[config.mk]
export PLATFORM = sky130hd
export DESIGN_NAME = synchronous_loadable_up_counter
export DESIGN_NICKNAME = d
export VERILOG_FILES = /design/src/rtl/synchronous_loadable_up_counter.sv
export SDC_FILE = /design/constraint.sdc
export NUM_CORES = 1
export LEC_CHECK = 0
export CORE_AREA = 3 3 40 42
export CTS_CLUSTER_SIZE = 14
export DETAILED_ROUTE_END_ITERATION = 8
export DIE_AREA = 0 0 43 45
export PLACE_DENSITY = 0.66
export SETUP_SLACK_MARGIN = 0.02
export SLEW_MARGIN = 20
export SYNTH_ARGS = -nofsm -noshare
export SYNTH_HDL_FRONTEND = slang
export SYNTH_SLANG_ARGS = --single-unit
[constraint.sdc]
create_clock -name clk -period 2 [get_ports clk]
set_input_delay 0.4 -clock clk [delete_from_list [all_inputs] [get_ports clk]]
set_output_delay 0.4 -clock clk [all_outputs]
set_load 0.02 [all_outputs]
[src/rtl/synchronous_loadable_up_counter.sv]
// synchronous_loadable_up_counter: loadable up-counter to a programmable limit with auto-reload or one-shot stop
module synchronous_loadable_up_counter #(
    parameter int WIDTH = 4
) (
    input  logic             clk,
    input  logic             rst_n,
    input  logic             load,
    input  logic [WIDTH-1:0] data,
    input  logic             en,
    input  logic [WIDTH-1:0] limit,
    input  logic             mode,
    output logic [WIDTH-1:0] count,
    output logic             tc,
    output logic             carry,
    output logic             done
);
    typedef enum logic {RUN, HALT} state_t;
    state_t state, state_nxt;
    logic [WIDTH-1:0] count_nxt;
    logic tc_nxt, carry_nxt, done_nxt, step, term;
    assign step = !load && state == RUN && en;
    assign term = count == limit;
    // A terminal step never takes the natural wrap, so tc and carry stay exclusive
    always_comb begin
        state_nxt = load ? RUN : (step && term && mode) ? HALT : state;
        count_nxt = load ? data : !step ? count : term ? (mode ? count : '0) : count + 1'b1;
        tc_nxt    = step && term;
        carry_nxt = step && !term && &count;
        done_nxt  = load ? 1'b0 : (step && term && mode) ? 1'b1 : done;
    end
    always_ff @(posedge clk or negedge rst_n) begin
        if (!rst_n) begin
            state <= RUN;
            count <= '0;
            tc    <= 1'b0;
            carry <= 1'b0;
            done  <= 1'b0;
        end else begin
            state <= state_nxt;
            count <= count_nxt;
            tc    <= tc_nxt;
            carry <= carry_nxt;
            done  <= done_nxt;
        end
    end
endmodule

* After elaboration in Yosys (flattened, before gate mapping)
Cells that the tools add are included.
** Cells by class
- Add/subtract/negate cells :: 1
- Reductions and logical operators :: 12
- Equality and inequality tests :: 2
- Bitwise gates (word level) :: 1
- Muxes and demuxes :: 6
** Operators by type and width (count)
- 2-to-1 mux 4 bit :: 4
- logical AND 1 bit :: 6
- adder 4 x 1 -> 4 bit (second input constant) :: 1
- equality test 4 bit :: 1
- AND reduction 4 bit :: 1
- nonzero test 2 bit :: 2
- != test 3 bit (second input constant) :: 1
- zero test 1 bit :: 2
- 2-to-1 mux 1 bit :: 2
- AND reduction 2 bit :: 1
- inverter 1 bit :: 1
** Storage, ports and cells
- Word-level logic and storage cells :: 26
- Output and inout bits :: 7
- Input bits :: 13
- Bits in registers :: 7

* Longest topological paths before layout
- Depth after elaboration :: 7
- Gate-level depth with buffers :: 5
- Depth with buffers taken out :: 4

* Worst setup path before layout
OpenSTA, ideal clock, no wires.
- Kind :: register -> register
- Start :: reg count[0]
- End :: reg count[0]
- Data arrival time :: 1.643 ns
- Cell stages (with the launch flop) :: 5
- Clock period less this slack :: 1.770 ns
- Library setup time :: 0.128 ns
- Data required time :: 1.872 ns
- Path buffers :: 0
- Setup slack :: 0.230 ns
- Path through :: dfrtp_1 > xor2_1 > nor4_4 > a31oi_2 > mux2_1
** On the way
- Word-level cells in the longest chain between the ends :: 4
- Elaborated cells on any way between the ends :: 7
- Classes of those cells :: 1 x add/sub; 2 x eq/ne; 3 x mux; 1 x reduce/logical
** Ends and longest elaborated chain
- start, declared :: RTL line 12 : output logic [WIDTH-1:0] count,
- start signal, assigned :: RTL line 40 : count <= count_nxt;
- adder 4 x 1 -> 4 bit / equality test 4 bit (equally long branches) :: RTL line 26, 22
- 2-to-1 mux 4 bit (3 in a row) :: RTL line 26 : count_nxt = load ? data : !step ? count : term ? (mode ? count : '0) : count + 1'b1;
Several ways; a longest one is shown, not always the timed one. The select of a mux whose other input is x is not followed.
A chain may end at the register's enable or synchronous reset.

* Worst setup path in the final report
- Start :: in limit[0]
- End :: reg count[0]
** On the way
- Word-level cells in the longest chain between the ends :: 4
- Elaborated cells on any way between the ends :: 6
- Classes of those cells :: 2 x eq/ne; 3 x mux; 1 x reduce/logical
** Ends and longest elaborated chain
- start, declared :: RTL line 10 : input logic [WIDTH-1:0] limit,
- equality test 4 bit (*) :: RTL line 22 : assign term = count == limit;
- 2-to-1 mux 4 bit (3 in a row) :: RTL line 26
Mark *: on every way between the ends. The rest lies on a longest branch, timed or not. The select of a mux whose other input is x is not followed.

==> impl_metrics.yaml <==
timing:
  period_share_pct: 89.7
  max_freq_mhz: 557
  slew_headroom_pct: 74.6
  report.final.hold_viol_count: 0
  skew_ns: 0.0117
  drv_slew: 0
  post-route-min-period_ns: 1.79
  finalSetupViolations: 0
  worstMarginPinSlew_ns: 0.379
  rsz0062_at_grt: "false"
final_layout:
  final_nets: 87
  drive_gt1_share_pct: 15.3
  final.fill_count: 128
  diodes: 0
  fin_cells: 87
  mostFrequentLayoutCells: "clkdlybuf4s50_1 (19), dfrtp_1 (7), nand2_1 (6)"
  layout_commonest_cell: "clkdlybuf4s50_1"
  syn2layout_area_growth_pct: 61.1
  fin_util_pct: 55.2
logic_synthesis:
  synth.distinct_cells: 26
  postSynthAreaPerCell_um2: 9.79
  synth-seq-area-share_pct: 39.8
  syn_area_um2: 440
  postSynthCellCount: 45
  syn-num-nets: 59
  synth_seq_cells: 7
  ys_warn_count: 0
cts:
  clk_pin_slew_worst_paths_ns: 0.06
  cts_buffers: 3
  clock_latency_ns: 0.26
  clock_path_buffers: 2
  clock_sinks: 7
  clockRootBuffer: "clkbuf_4"
  cts_setup_buffers: 0
  htreeDepth: 1
  cts_resized: 0
  cts_tree: "built"
  postCtsHoldBufs: 0
routing:
  wl_per_cell_um: 12.8
  drcViolationCount: 0
  drtPass1Iterations: 4
  drt_iter0_markers: 6
  via_per_inst: 5.03
  vias: 438
  antenna_left: 0
  drt_wl_total_um: 1110
worst_setup_path:
  worstSetupStartpointType: "input port"
  cp.required_ns: 2.14
  crit_fanout: 5
  timing_worst_setup_path_type: "input port to register"
  cp.arrival_ns: 1.94
  end_kind: "register"
floorplanning:
  dieWidth_um: 43
  start_util_pct: 34.3
  io_pins: 20
  die-area_um2: 1940
  fp.dieH_um: 45
  core_area_um2: 1280
  fp-row-count: 13
power:
  cellPowerDensity_nw_per_um2: 778
  vdd_drop_max_mv: 0.449
  total_power_mw: 0.552
  p_leak_nw: 0.318
outcome:
  outcome: "completed"
global_route:
  antenna_found_initial: 0
  grt_max_degree: 8
  grt_usage_pct: 13.1
  grt_pass1_vias: 412
  grt_pass1_wl_um: 1770
  grt_overflow_total: 0
place:
  hpwl_um: 885
  place.gp.congestion: 0.799
  portBuffers: 19
  dp_cells: 83
job:
  drv_cap: 0
worst_hold_path:
  min_path_type: "input port to async pin"
[sequential cells by signal, indices dropped and copies added, names as in the netlist]
| register | cells |
|---|---|
| count | 4 |
| carry | 1 |
| done | 1 |
| tc | 1 |
[synthesized netlist by cell type (all sizes together)]
master	instances	area share [%]
clkbuf	1	0.85
mux2i	1	2.3
ha	1	2.8
a211oi	1	1.7
nor2b	1	1.4
a21oi	1	1.1
o21ai	2	2.3
o31ai	1	1.7
nor2	4	3.4
xor2	4	8.0
nand3	2	2.3
nor4	2	6.3
nor3b	1	1.7
a31oi	2	4.3
mux2	2	5.1
o21a	1	2.0
inv	1	0.85
and3	1	1.4
nand2b	1	1.4
nand2	6	5.1
dfrtp	7	40
o31a	1	2.0
o211a	1	2.3
[critical path: stages]
cell,delay (ns)
clkdlybuf4s50_1,0.42
xor2_1,0.18
nor4_4,0.43
a31oi_2,0.17
mux2_1,0.33
[final cells by class]
type                       count  area (um^2)  share of cell area, %
inverter                       1         3.75                  0.529
tap                           15         18.8                   2.65
sequential                     7          175                   24.7
timing repair buffer          24          228                   32.1
multi-input combinational     36          258                   36.3
clock buffer                   4         26.3                   3.70
[metal layers]
layer / share of wire (%) / vias to the layer above / wire length, um / track usage [%]
met5: 0 / - / 0 / 0
met4: 1.8 / 0 / 20 / 7.23
met3: 9.2 / 2 / 102 / 7.17
met2: 47 / 20 / 525 / 20.1
met1: 42 / 200 / 466 / 14.6
li1: - / 216 / - / -
[path summary, 6_finish.rpt]
kind | startpoint | to | slack, ns | cells past startpoint
worst max-delay path | limit[0] | count[0] | 0.21 | 5
worst min register to register | done | done | 0.57 | 2
worst min-delay path | rst_n | count[1] | 0.40 | 1
min in group clk | done | done | 0.57 | 2
worst max register to register | count[0] | count[0] | 0.28 | 4
max in group asynchronous | rst_n | done | 1.34 | 1
[cells by family (layout without fill, tap and decap cells)]
logic type	after synthesis	count (layout)	synth area share, %
xor+xnor	4	4	7.95
buf+inv	2	29	1.70
flops	7	7	39.8
compound gates	10	10	17.3
mux	3	3	7.39
simple gates	18	18	23.0
fa+ha+maj	1	1	2.84
[stage by stage]
step	setup TNS, ns	setup slack, ns	hold slack (ns)	instance area, um^2
CTS	0	0.201	0.414	709
floorplan	0	0.230	0.104	440
detailed placement	-0.115	-0.0620	0.568	683
finish	0	0.206	0.402	709
global route	0	0.137	0.422	709
global placement	-0.0199	-0.0102	0.565	683
[where the power goes]
part	switching (mW)	internal, mW	total [mW]
clock network	0.0567	0.0765	0.133
logic	0.106	0.117	0.222
registers	0.0338	0.163	0.197
total	0.196	0.356	0.552
No activity file was read; power rests on OpenSTA's default activity.
==> patch (same settings) <==
Change the parameter `WIDTH` from 4 to 5.
--- a/src/rtl/synchronous_loadable_up_counter.sv
+++ b/src/rtl/synchronous_loadable_up_counter.sv
@@ -2,3 +2,3 @@
 module synchronous_loadable_up_counter #(
-    parameter int WIDTH = 4
+    parameter int WIDTH = 5
 ) (
Interface: changed (resized count, data and limit); port bits go from 20 to 23. The function was not compared with the original's and may differ.
==> patch against the original RTL <==
  * Total power fell by 5.9%
  * Worst setup slack better by 44 ps
  * Critical path depth down 4
  * Sequential cell count is 1 higher
  * Wire length increased by 0.99%
  * Area after synthesis increased by 23%
  * Non-clock buffer count unchanged
  * Final area increased by 13%
  * Fmax rose by 2.5%
==> patch: results (changes against the original RTL) <==
routing:
  routed_wl_um: 1130  # was 1110 um
  routed-via-count: 465  # was 438
  drt-initial-drc-count: 5  # was 6
global_route:
  grt_max_degree: 11  # was 8
  first_pass_grt_wire_length_um: 1960  # was 1770 um
  first_global_vias: 449  # was 412
  gr-usage-all-layers: 0.132  # was 0.131
place:
  hpwl_um: 916  # was 885 um
  globalplace.congestion: 0.761  # was 0.799
  port-buffer-count: 22  # was 19
synth:
  seq_area_frac_synth: 0.369  # was 0.398
  ys_types: 27  # was 26
  postSynthNetCount: 69  # was 59
  ys_top_cells_by_area: "dfrtp_1 37%, xor2_1 8.1%, a221o_1 5.5%"  # was dfrtp_1 40%, xor2_1 8.0%, mux2_1 5.1%
  post_synth_most_frequent_cells: "8 x dfrtp_1, 5 x nor2_1, 5 x xor2_1"  # was 7 x dfrtp_1, 6 x nand2_1, 4 x nor2_1, 4 x xor2_1
power_and_ir_drop:
  vdd_drop_max_uv: 411  # was 449 uV
  static-leakage-power_nw: 0.331  # was 0.318 nW
worst_setup_path:
  cp_slowest_cell: "clkdlybuf4s50_1"  # was nor4_4
  worstPathMaxFanout: 7  # was 5
  path_delay_family: "buffers and inverters"  # was simple AND/OR/NAND/NOR gates
finish:
  final_layout_size_suffix_gt1_frac: 0.182  # was 0.153
  final_net_count: 96  # was 87
  fillCellCount: 120  # was 128
  largest_reg_flops: 5  # was 4
status:
  run_status: "finished clean"  # unchanged
timing:
  clock_skew_ps: 4.59  # was 11.7 ps
  worst-slew-pin-transition_ps: 360  # was 379 ps
patch: changes by cell type after synthesis, sizes merged, moves of 2 or more:
cell,delta
and2,+4
mux2,-2
a221o,+3
nand2,-5
nor3,+4
nor2,+2
nor4,-2
patch: cell type report:
type / count / area, um2 / share of cell area
clock buffer: 3 / 22.5 / 0.0282
inverter: 2 / 7.51 / 0.00940
tap: 15 / 18.8 / 0.0235
multi-input combinational: 40 / 314 / 0.393
timing repair buffer: 24 / 235 / 0.295
sequential: 8 / 200 / 0.251
patch: metal layers:
metal  track usage  vias up  wire length [um]
li1              -      238                 -
met3        0.0120        0                55
met1         0.180      215               515
met2         0.216       12               554
met5             0        -                 0
met4        0.0542        0                 0
patch: kinds of logic (layout without fill, tap and decap cells):
| group | count (synthesis) | count (layout) | share of synthesized area |
|---|---|---|---|
| xor+xnor | 6 | 6 | 0.0968 |
| compound gates | 11 | 11 | 0.168 |
| fa+ha+maj | 2 | 2 | 0.0461 |
| flops | 8 | 8 | 0.369 |
| simple gates | 21 | 21 | 0.267 |
| buf+inv | 4 | 29 | 0.0530 |
patch: worst paths after layout:
path | startpoint | end | slack, ps
setup / recovery | count[0] | count[0] | 250
min in group clk | done | done | 530
hold / removal | rst_n | tc | 420
hold reg to reg | done | done | 530
max in group asynchronous | rst_n | count[3] | 1320
setup reg to reg | count[0] | count[4] | 390
patch: power breakdown:
group	leakage [nW]	total (W)	internal, W	switching (W)
registers	0.100	0.000204	0.000178	0.0000262
logic	0.217	0.000192	0.000102	0.0000904
clock network	0.0138	0.000123	0.0000686	0.0000543
patch: through the flow:
step,instance area (um2),worst slack (ps),instances
floorplan,543,385,52
global placement,776,42.9,89
CTS,798,229,92
global route,798,184,92
detailed placement,776,7.26,89
finish,798,250,92
